--- config.mk ---
export PLATFORM = sky130hd
export DESIGN_NAME = sample_packer_flat
export DESIGN_NICKNAME = d
export VERILOG_FILES = /design/src/rtl/sample_packer_if.sv /design/src/rtl/sample_packer.sv /design/src/flat_wrapper.sv
export SDC_FILE = /design/constraint.sdc
export NUM_CORES = 1
export LEC_CHECK = 0
export ABC_AREA = 0
export BUFFER_PORTS_ARGS = -buffer_cell sky130_fd_sc_hd__buf_2
export CAP_MARGIN = 10
export CORE_MARGIN = 3
export CORE_UTILIZATION = 54
export CTS_CLUSTER_SIZE = 24
export DETAILED_ROUTE_END_ITERATION = 8
export MAX_ROUTING_LAYER = met4
export PLACE_DENSITY = 0.86
export SETUP_SLACK_MARGIN = 0.1
export SYNTH_ARGS = -nofsm -noshare
export SYNTH_HDL_FRONTEND = slang
export SYNTH_SLANG_ARGS = --single-unit
--- constraint.sdc ---
create_clock -name clk -period 1.9 [get_ports clk]
set_input_delay 0.38 -clock clk [delete_from_list [all_inputs] [get_ports clk]]
set_output_delay 0.38 -clock clk [all_outputs]
set_load 0.02 [all_outputs]
--- src/rtl/sample_packer_if.sv ---
// rtl/sample_packer_if.sv - sample input / packed vector output bundle for sample_packer
interface sample_packer_if #(
  parameter int NUM_INPUTS = 16,
  parameter int DWIDTH     = 8
);
  logic [DWIDTH-1:0]            i_dat;
  logic                         i_valid;
  logic                         i_last;
  logic                         o_ready;
  logic [NUM_INPUTS*DWIDTH-1:0] o_dat_vector;
  logic                         o_valid;
  logic                         i_ready;
  logic [$clog2(NUM_INPUTS):0]  o_lanes;

  modport slave (
    input  i_dat, i_valid, i_last, i_ready,
    output o_ready, o_dat_vector, o_valid, o_lanes
  );

  modport master (
    output i_dat, i_valid, i_last, i_ready,
    input  o_ready, o_dat_vector, o_valid, o_lanes
  );
endinterface

--- src/rtl/sample_packer.sv ---
// rtl/sample_packer.sv - serial-to-parallel sample packer with fill buffer and output register
module sample_packer #(
  parameter int NUM_INPUTS = 16,
  parameter int DWIDTH     = 8
) (
  input  logic            clk,
  input  logic            rst_n,
  sample_packer_if.slave  bus
);
  localparam int VW = NUM_INPUTS * DWIDTH;
  localparam int LW = $clog2(NUM_INPUTS);
  localparam int CW = LW + 1;

  logic [VW-1:0] fill;
  logic [LW-1:0] cnt;
  logic          fill_full;
  logic [CW-1:0] fill_lanes;
  logic [VW-1:0] out_dat;
  logic [CW-1:0] out_lanes;
  logic          out_valid;

  logic          accept;
  logic          out_free;
  logic          complete;
  logic [CW-1:0] lanes_next;
  logic [VW-1:0] merged;

  assign accept     = bus.i_valid && !fill_full;
  assign out_free   = !out_valid || bus.i_ready;
  assign complete   = accept && ((cnt == LW'(NUM_INPUTS - 1)) || bus.i_last);
  assign lanes_next = CW'(cnt) + CW'(1);

  // Fill buffer with the incoming sample dropped into lane cnt.
  always_comb begin
    merged = fill;
    for (int k = 0; k < NUM_INPUTS; k++) begin
      if (LW'(k) == cnt) merged[k*DWIDTH +: DWIDTH] = bus.i_dat;
    end
  end

  always_ff @(posedge clk or negedge rst_n) begin
    if (!rst_n) begin
      fill       <= '0;
      cnt        <= '0;
      fill_full  <= 1'b0;
      fill_lanes <= '0;
      out_dat    <= '0;
      out_lanes  <= '0;
      out_valid  <= 1'b0;
    end else begin
      if (out_valid && bus.i_ready) out_valid <= 1'b0;

      if (fill_full) begin
        // A held vector moves out as soon as the output register frees up.
        if (out_free) begin
          out_dat    <= fill;
          out_lanes  <= fill_lanes;
          out_valid  <= 1'b1;
          fill       <= '0;
          cnt        <= '0;
          fill_full  <= 1'b0;
        end
      end else if (accept) begin
        if (complete) begin
          if (out_free) begin
            out_dat   <= merged;
            out_lanes <= lanes_next;
            out_valid <= 1'b1;
            fill      <= '0;
          end else begin
            fill       <= merged;
            fill_lanes <= lanes_next;
            fill_full  <= 1'b1;
          end
          cnt <= '0;
        end else begin
          fill <= merged;
          cnt  <= cnt + LW'(1);
        end
      end
    end
  end

  assign bus.o_ready      = !fill_full;
  assign bus.o_valid      = out_valid;
  assign bus.o_dat_vector = out_dat;
  assign bus.o_lanes      = out_lanes;
endmodule
--- src/flat_wrapper.sv ---
// flat-port wrapper written by rule: the top's interface ports become plain ports
module sample_packer_flat 
#(
  parameter int NUM_INPUTS = 16,
  parameter int DWIDTH     = 8
)
  (clk, rst_n, bus_i_dat, bus_i_valid, bus_i_last, bus_i_ready, bus_o_ready, bus_o_dat_vector, bus_o_valid, bus_o_lanes);
  sample_packer_if #(.NUM_INPUTS(NUM_INPUTS), .DWIDTH(DWIDTH)) bus_i ();
  input  logic clk;
  input  logic rst_n;
  input wire logic [$bits(bus_i.i_dat)-1:0] bus_i_dat;
  input wire logic [$bits(bus_i.i_valid)-1:0] bus_i_valid;
  input wire logic [$bits(bus_i.i_last)-1:0] bus_i_last;
  input wire logic [$bits(bus_i.i_ready)-1:0] bus_i_ready;
  output wire logic [$bits(bus_i.o_ready)-1:0] bus_o_ready;
  output wire logic [$bits(bus_i.o_dat_vector)-1:0] bus_o_dat_vector;
  output wire logic [$bits(bus_i.o_valid)-1:0] bus_o_valid;
  output wire logic [$bits(bus_i.o_lanes)-1:0] bus_o_lanes;
  assign bus_i.i_dat = bus_i_dat;
  assign bus_i.i_valid = bus_i_valid;
  assign bus_i.i_last = bus_i_last;
  assign bus_i.i_ready = bus_i_ready;
  assign bus_o_ready = bus_i.o_ready;
  assign bus_o_dat_vector = bus_i.o_dat_vector;
  assign bus_o_valid = bus_i.o_valid;
  assign bus_o_lanes = bus_i.o_lanes;
  sample_packer #(.NUM_INPUTS(NUM_INPUTS), .DWIDTH(DWIDTH)) u_core (.clk(clk), .rst_n(rst_n), .bus(bus_i));
endmodule
# Word level (Yosys, flattened, before mapping)
# Cells that the tools add are included.
dict set report totals {
  ff_bits 272
  output_inout_bits 135
  inputBits 13
}
dict set report op_classes {
  bitwise_logic 2
  addsub 2
  eq_ne 18
  mux 44
  n_reduce_logical 13
}
# cell count
set op_table {}
lappend op_table {{$mux 128} 10}
lappend op_table {{$mux 8} 16}
lappend op_table {{$eq 4x4->1 const A} 8}
lappend op_table {{$mux 5} 5}
lappend op_table {{$eq 3x4->1 const A} 4}
lappend op_table {{$mux 4} 4}
lappend op_table {{$mux 1} 9}
lappend op_table {{$eq 2x4->1 const A} 2}
lappend op_table {{$reduce_and 4->1} 2}
lappend op_table {{$add 4x1->5 const B} 1}
lappend op_table {{$add 4x1->4 const B} 1}
lappend op_table {{$eq 1x4->1 const A} 1}
lappend op_table {{$eq 4x4->1 const B} 1}
lappend op_table {{$logic_not 4->1} 1}
lappend op_table {{$ne 2x2->1 const B} 2}
lappend op_table {{$reduce_bool 2->1} 2}
lappend op_table {{$logic_and 1x1->1} 3}
lappend op_table {{$logic_not 1->1} 2}
lappend op_table {{$logic_or 1x1->1} 2}
lappend op_table {{$not 1->1} 2}
lappend op_table {{$reduce_and 2->1} 1}

# Depth between registers and ports, before layout
dict set report depth {
  word_depth 6
  depth_mapped 8
  mapped_depth_nobuf 5
}

# Least setup slack after synthesis
# Ideal clock, no wire load.
dict set report synth_path {
  path_type {reg-to-reg}
  start {reg u_core.cnt[0]}
  end {reg u_core.out_dat[85] (netlist: u_core.bus.o_dat_vector[85])}
  required_time_ns 1.796
  arrival_time_ns 1.673
  stages_incl_launch_ff 8
  setup_ns 0.104
  path_slack_ns 0.123
  path_cell_list {dfrtp_1 > ha_1 > buf_2 > a31oi_4 > nor3_4 > buf_2 > buf_2 > a221oi_1}
}
dict set report synth_via {
  elab_chain_len 6
  word_cells_on_any_way 11
  cone_classes {eq/ne (2); mux (5); reduce/logical (4)}
}
# item line
set synth_lines {}
lappend synth_lines {{start, declared} sample_packer.sv:15} ;# logic [LW-1:0] cnt;
lappend synth_lines {{start signal, assigned} sample_packer.sv:78} ;# cnt <= cnt + LW'(1);
lappend synth_lines {{$eq 4x4->1} sample_packer.sv:37} ;# if (LW'(k) == cnt) merged[k*DWIDTH +: DWIDTH] = bus.i_dat;
lappend synth_lines {{$mux 8} sample_packer.sv:37}
lappend synth_lines {{$mux 128} sample_packer.sv:65} ;# if (out_free) begin
lappend synth_lines {{$mux 128} sample_packer.sv:64} ;# if (complete) begin
lappend synth_lines {{$mux 128} sample_packer.sv:63} ;# end else if (accept) begin
lappend synth_lines {{$mux 128} sample_packer.sv:53} ;# if (fill_full) begin
lappend synth_lines {{end signal, assigned} sample_packer.sv:56} ;# out_dat <= fill;
lappend synth_lines {{end signal, assigned} sample_packer.sv:66} ;# out_dat <= merged;
lappend synth_lines {{end, declared} sample_packer.sv:18} ;# logic [VW-1:0] out_dat;
# Parallel ways exist; a longest one is shown, timed or not. The select of a mux whose other input is x is not followed.
# A chain may end at the register's enable or synchronous reset.

# Worst setup path in the final report
dict set report layout_path {
  start {reg u_core.out_valid (netlist: u_core.bus.o_valid)}
  end {reg u_core.cnt[1]}
}
dict set report layout_via {
  elab_chain_len 4
}
# item line
set layout_lines {}
lappend layout_lines {{start, declared} sample_packer.sv:20} ;# logic out_valid;
lappend layout_lines {{start signal, assigned} sample_packer.sv:49} ;# out_valid <= 1'b0;
lappend layout_lines {{start signal, assigned} sample_packer.sv:51} ;# if (out_valid && bus.i_ready) out_valid <= 1'b0;
lappend layout_lines {{start signal, assigned} sample_packer.sv:58} ;# out_valid <= 1'b1;
lappend layout_lines {{$logic_not 1->1} sample_packer.sv:29} ;# assign out_free = !out_valid || bus.i_ready;
lappend layout_lines {{$logic_or 1x1->1} sample_packer.sv:29}
lappend layout_lines {{$ne 2x2->1 (no line)} -}
lappend layout_lines {{$reduce_and 2->1 (no line)} -}
# Every way passes these cells.

==> results.toml <==
[run_status]
status = "finished with violations"
violations = "negative setup slack"

[yosys]
syn_inst = 1426
synth_edf_count = 0
synth_top_area_share_pct = 45.13
synth_ff_type = "dfrtp_1"
synthSimpleGateAreaFrac_pct = 11.52
async_reset_ff_share_pct = 100.0
synth_seq_area_share_pct = 45.13
yosys_warnings = 0
netlist_area_um2 = 15080
synthMuxAreaShare_pct = 9.075
syn_area_per_cell_um2 = 10.58
ys_types = 41
synth.area.top_cells = "dfrtp_1 45%, a221oi_2 9.0%, mux2i_1 8.6%"
syn-num-nets = 1443
synth-adder-area-share_pct = 0.3318
synth_top_family_by_area = "compound AO/OA/AOI/OAI gates"
synth_compound_area_share_pct = 24.62
synthXorXnorAreaFrac_pct = 0.1161
yosys-top-cells-count = "272 x dfrtp_1, 138 x nor2b_1, 135 x inv_1, 130 x mux2i_1, 129 x nor3_1"
synth.most_common_cell = "dfrtp_1"
synth-seq-cells = 272
yosys.area.top_type = "dfrtp_1"

[clock_tree]
clock-sinks = 272
htreeDepth = 1
clk_path_buf_depth = 3
cts_tree = "yes"
cts_buffers = 29
clk_pin_slew_worst_paths_ns = 0.07
root_buffer = "clkbuf_16"
insertion_delay_ns = 0.57

[sta]
fmax_ghz = 0.4640
relSlewSlack_pct = 57.68
tns_ns = -0.8660
fin_crit_sh_pct = 113.4
worst_pin_slew_ns = 0.6349
drv_slew = 0
setup_viol = 17
setup_slack_ns = -0.2553
rsz0062_at_grt = "true"
fin_crit_ns = 2.155
skew_ns = 0.01800
hold_viol = 0

[route]
ant_nets = 0
detail_route.wl_per_cell_um = 27.54
vias = 13822
drt-initial-drc-count = 2162
dr.pass1.iters = 6
drt-total-wl_um = 53400
via_per_inst = 7.128
route.detailed.drc = 0

[global_route]
grt_max_degree = 143
antenna_found_initial = 1
gr-usage-all-layers_pct = 29.42
overflow = 0
grt_pass1_wl_um = 70990
grt_pass1_vias = 12752

[pwr]
total_power_mw = 21.45
switching_share_pct = 37.20
combPwrFrac_pct = 34.7
power.switching_mw = 7.981
p_leak_nw = 8.722
power.internal_mw = 13.47
power_frac_clock_pct = 27.5
ir_drop_mv = 0.7383
power.density_nw_per_um2 = 1133
seqPwrFrac_pct = 37.8

[final_layout]
final_nets = 1562
synthToLayoutAreaGrowth_pct = 25.56
multi_input_area_um2 = 7537
fillers = 1717
drive_above_1_share_pct = 33.08
regArea_um2 = 6815

[floorplanning]
start_util_pct = 55.50
die_y_um = 173.1
dieWidth_um = 173.1
core_area_um2 = 27180
io_pins = 148
row_count = 60
dieArea_um2 = 29970

[worst_setup_path]
path_buf_inv = 1
r2r_end = "u_core.cnt[1]"
path_max_fanout = 59
cpMostUsedCell = "o21ai_0"
slowest_delay_ns = 0.49
worstPathRequired_ns = 2.29
slowest_stage = "o21ai_0"
worstPathCellList = "nor2b_4 > clkbuf_16 > o21ai_0 > o21ai_0"
critical_path_depth = 4
arrival_ns = 2.55
setup.worst_path.class = "flop to flop"
rr_startpoint = "u_core.bus.o_valid"
crit_family = "compound AO/OA/AOI/OAI gates"
endpoint_kind = "flop"
reg2regPathDepth = 4
reg2reg_slack_ns = -0.26
start_kind = "flop"

[hold_path]
hold_end = "u_core.cnt[2]"
hold_class = "primary input to flop"
hold_depth = 3
hold_start = "bus_i_last"

[placed_design]
place_congestion = 0.9216
port_buffers = 147
hpwl_um = 25250

[flow_run]
max_cap_viol_count = 0
[state kept, by name, indices dropped and copies added (netlist names)]
name and cells:
u_core.bus.o_dat_vector 128, u_core.bus.o_lanes 5, u_core.bus.o_valid 1, u_core.cnt 4
u_core.fill 128, u_core.fill_full 1, u_core.fill_lanes 5
[power by group through the flow]
stage	combinational, mW	clock, mW	sequential [mW]
2_1_floorplan	3.32	0	8.73
3_3_place_gp	6.07	0	7.98
3_5_place_dp	6.26	0	8.03
4_1_cts	6.43	5.82	7.96
5_1_grt	7.84	6.14	8.18
6_report	7.45	5.90	8.10
[worst register-to-register path: stages (launching register included)]
cell and delay, ns:
dfrtp_1 0.43, nor2b_4 0.42, clkbuf_16 0.38, o21ai_0 0.26
o21ai_0 0.49
[per-layer routing]
layer	wire length (um)	track usage, %
met2	24390	45.48
met1	18860	38.49
met4	4118	13.82
met5	0	-
met3	6017	4.282
[layout make-up]
class / count / area share (%)
Clock inverter: 9 / 0.5418
Antenna cell: 1 / 0.01321
Sequential cell: 272 / 35.99
Clock buffer: 43 / 4.585
Timing Repair Buffer: 265 / 13.73
Inverter: 136 / 2.795
Timing Repair inverter: 2 / 0.09249
Tap cell: 372 / 2.458
Multi-Input combinational cell: 839 / 39.80
[how the worst max path moves through the flow]
| stage | start | endpoint |
|---|---|---|
| finish | u_core.bus.o_valid | u_core.cnt[1] |
| global route | u_core.bus.o_valid | u_core.cnt[1] |
| CTS | u_core.fill_full | bus_o_ready |
| detailed placement | u_core.cnt[0] | u_core.bus.o_dat_vector[89] |
| global placement | u_core.cnt[0] | u_core.fill[1] |
| floorplan | u_core.cnt[0] | u_core.bus.o_dat_vector[85] |
[cells by family (layout without fill, tap and decap cells)]
kind of cell / Yosys count / after routing
compound gates: 398 / 398
xor+xnor: 2 / 2
fa+ha+maj: 4 / 4
buf+inv: 315 / 455
flops: 272 / 272
mux: 136 / 136
other cells: 0 / 1
simple gates: 299 / 299
[cell usage in the layout (no fill, tap or decap), types with 45 or more instances in the layout]
| master | instances |
|---|---|
| a221oi_2 | 102 |
| buf_2 | 145 |
| clkbuf_16 | 45 |
| dfrtp_1 | 267 |
| inv_1 | 133 |
| mux2i_1 | 91 |
| nor2b_1 | 126 |
| nor3_1 | 129 |
| o211ai_1 | 128 |
| o31ai_1 | 113 |
[metrics by stage]
stage,cells,hold WS (ns),area (um^2),utilization (%),worst slack (ns)
4_1_cts,1916,0.1716,17840,65.64,0.07135
5_1_grt,1939,0.2848,18940,69.69,-0.2364
6_report,1939,0.2977,18940,69.69,-0.2553
3_5_place_dp,1849,0.3280,16630,61.19,-0.01231
3_3_place_gp,1849,0.3309,16630,61.19,0.08376
2_1_floorplan,1426,0.08441,15080,-,0.1233
[repair_timing]
item	in CTS	in global routing
pin swaps	4	54
endpoints found under the hold margin	44	0
setup endpoints to repair	214	209
buffers inserted	11	4
gates cloned	3	18
gates resized for setup	22	131
hold buffers	1	0
(Power assumes the default switching activity.)
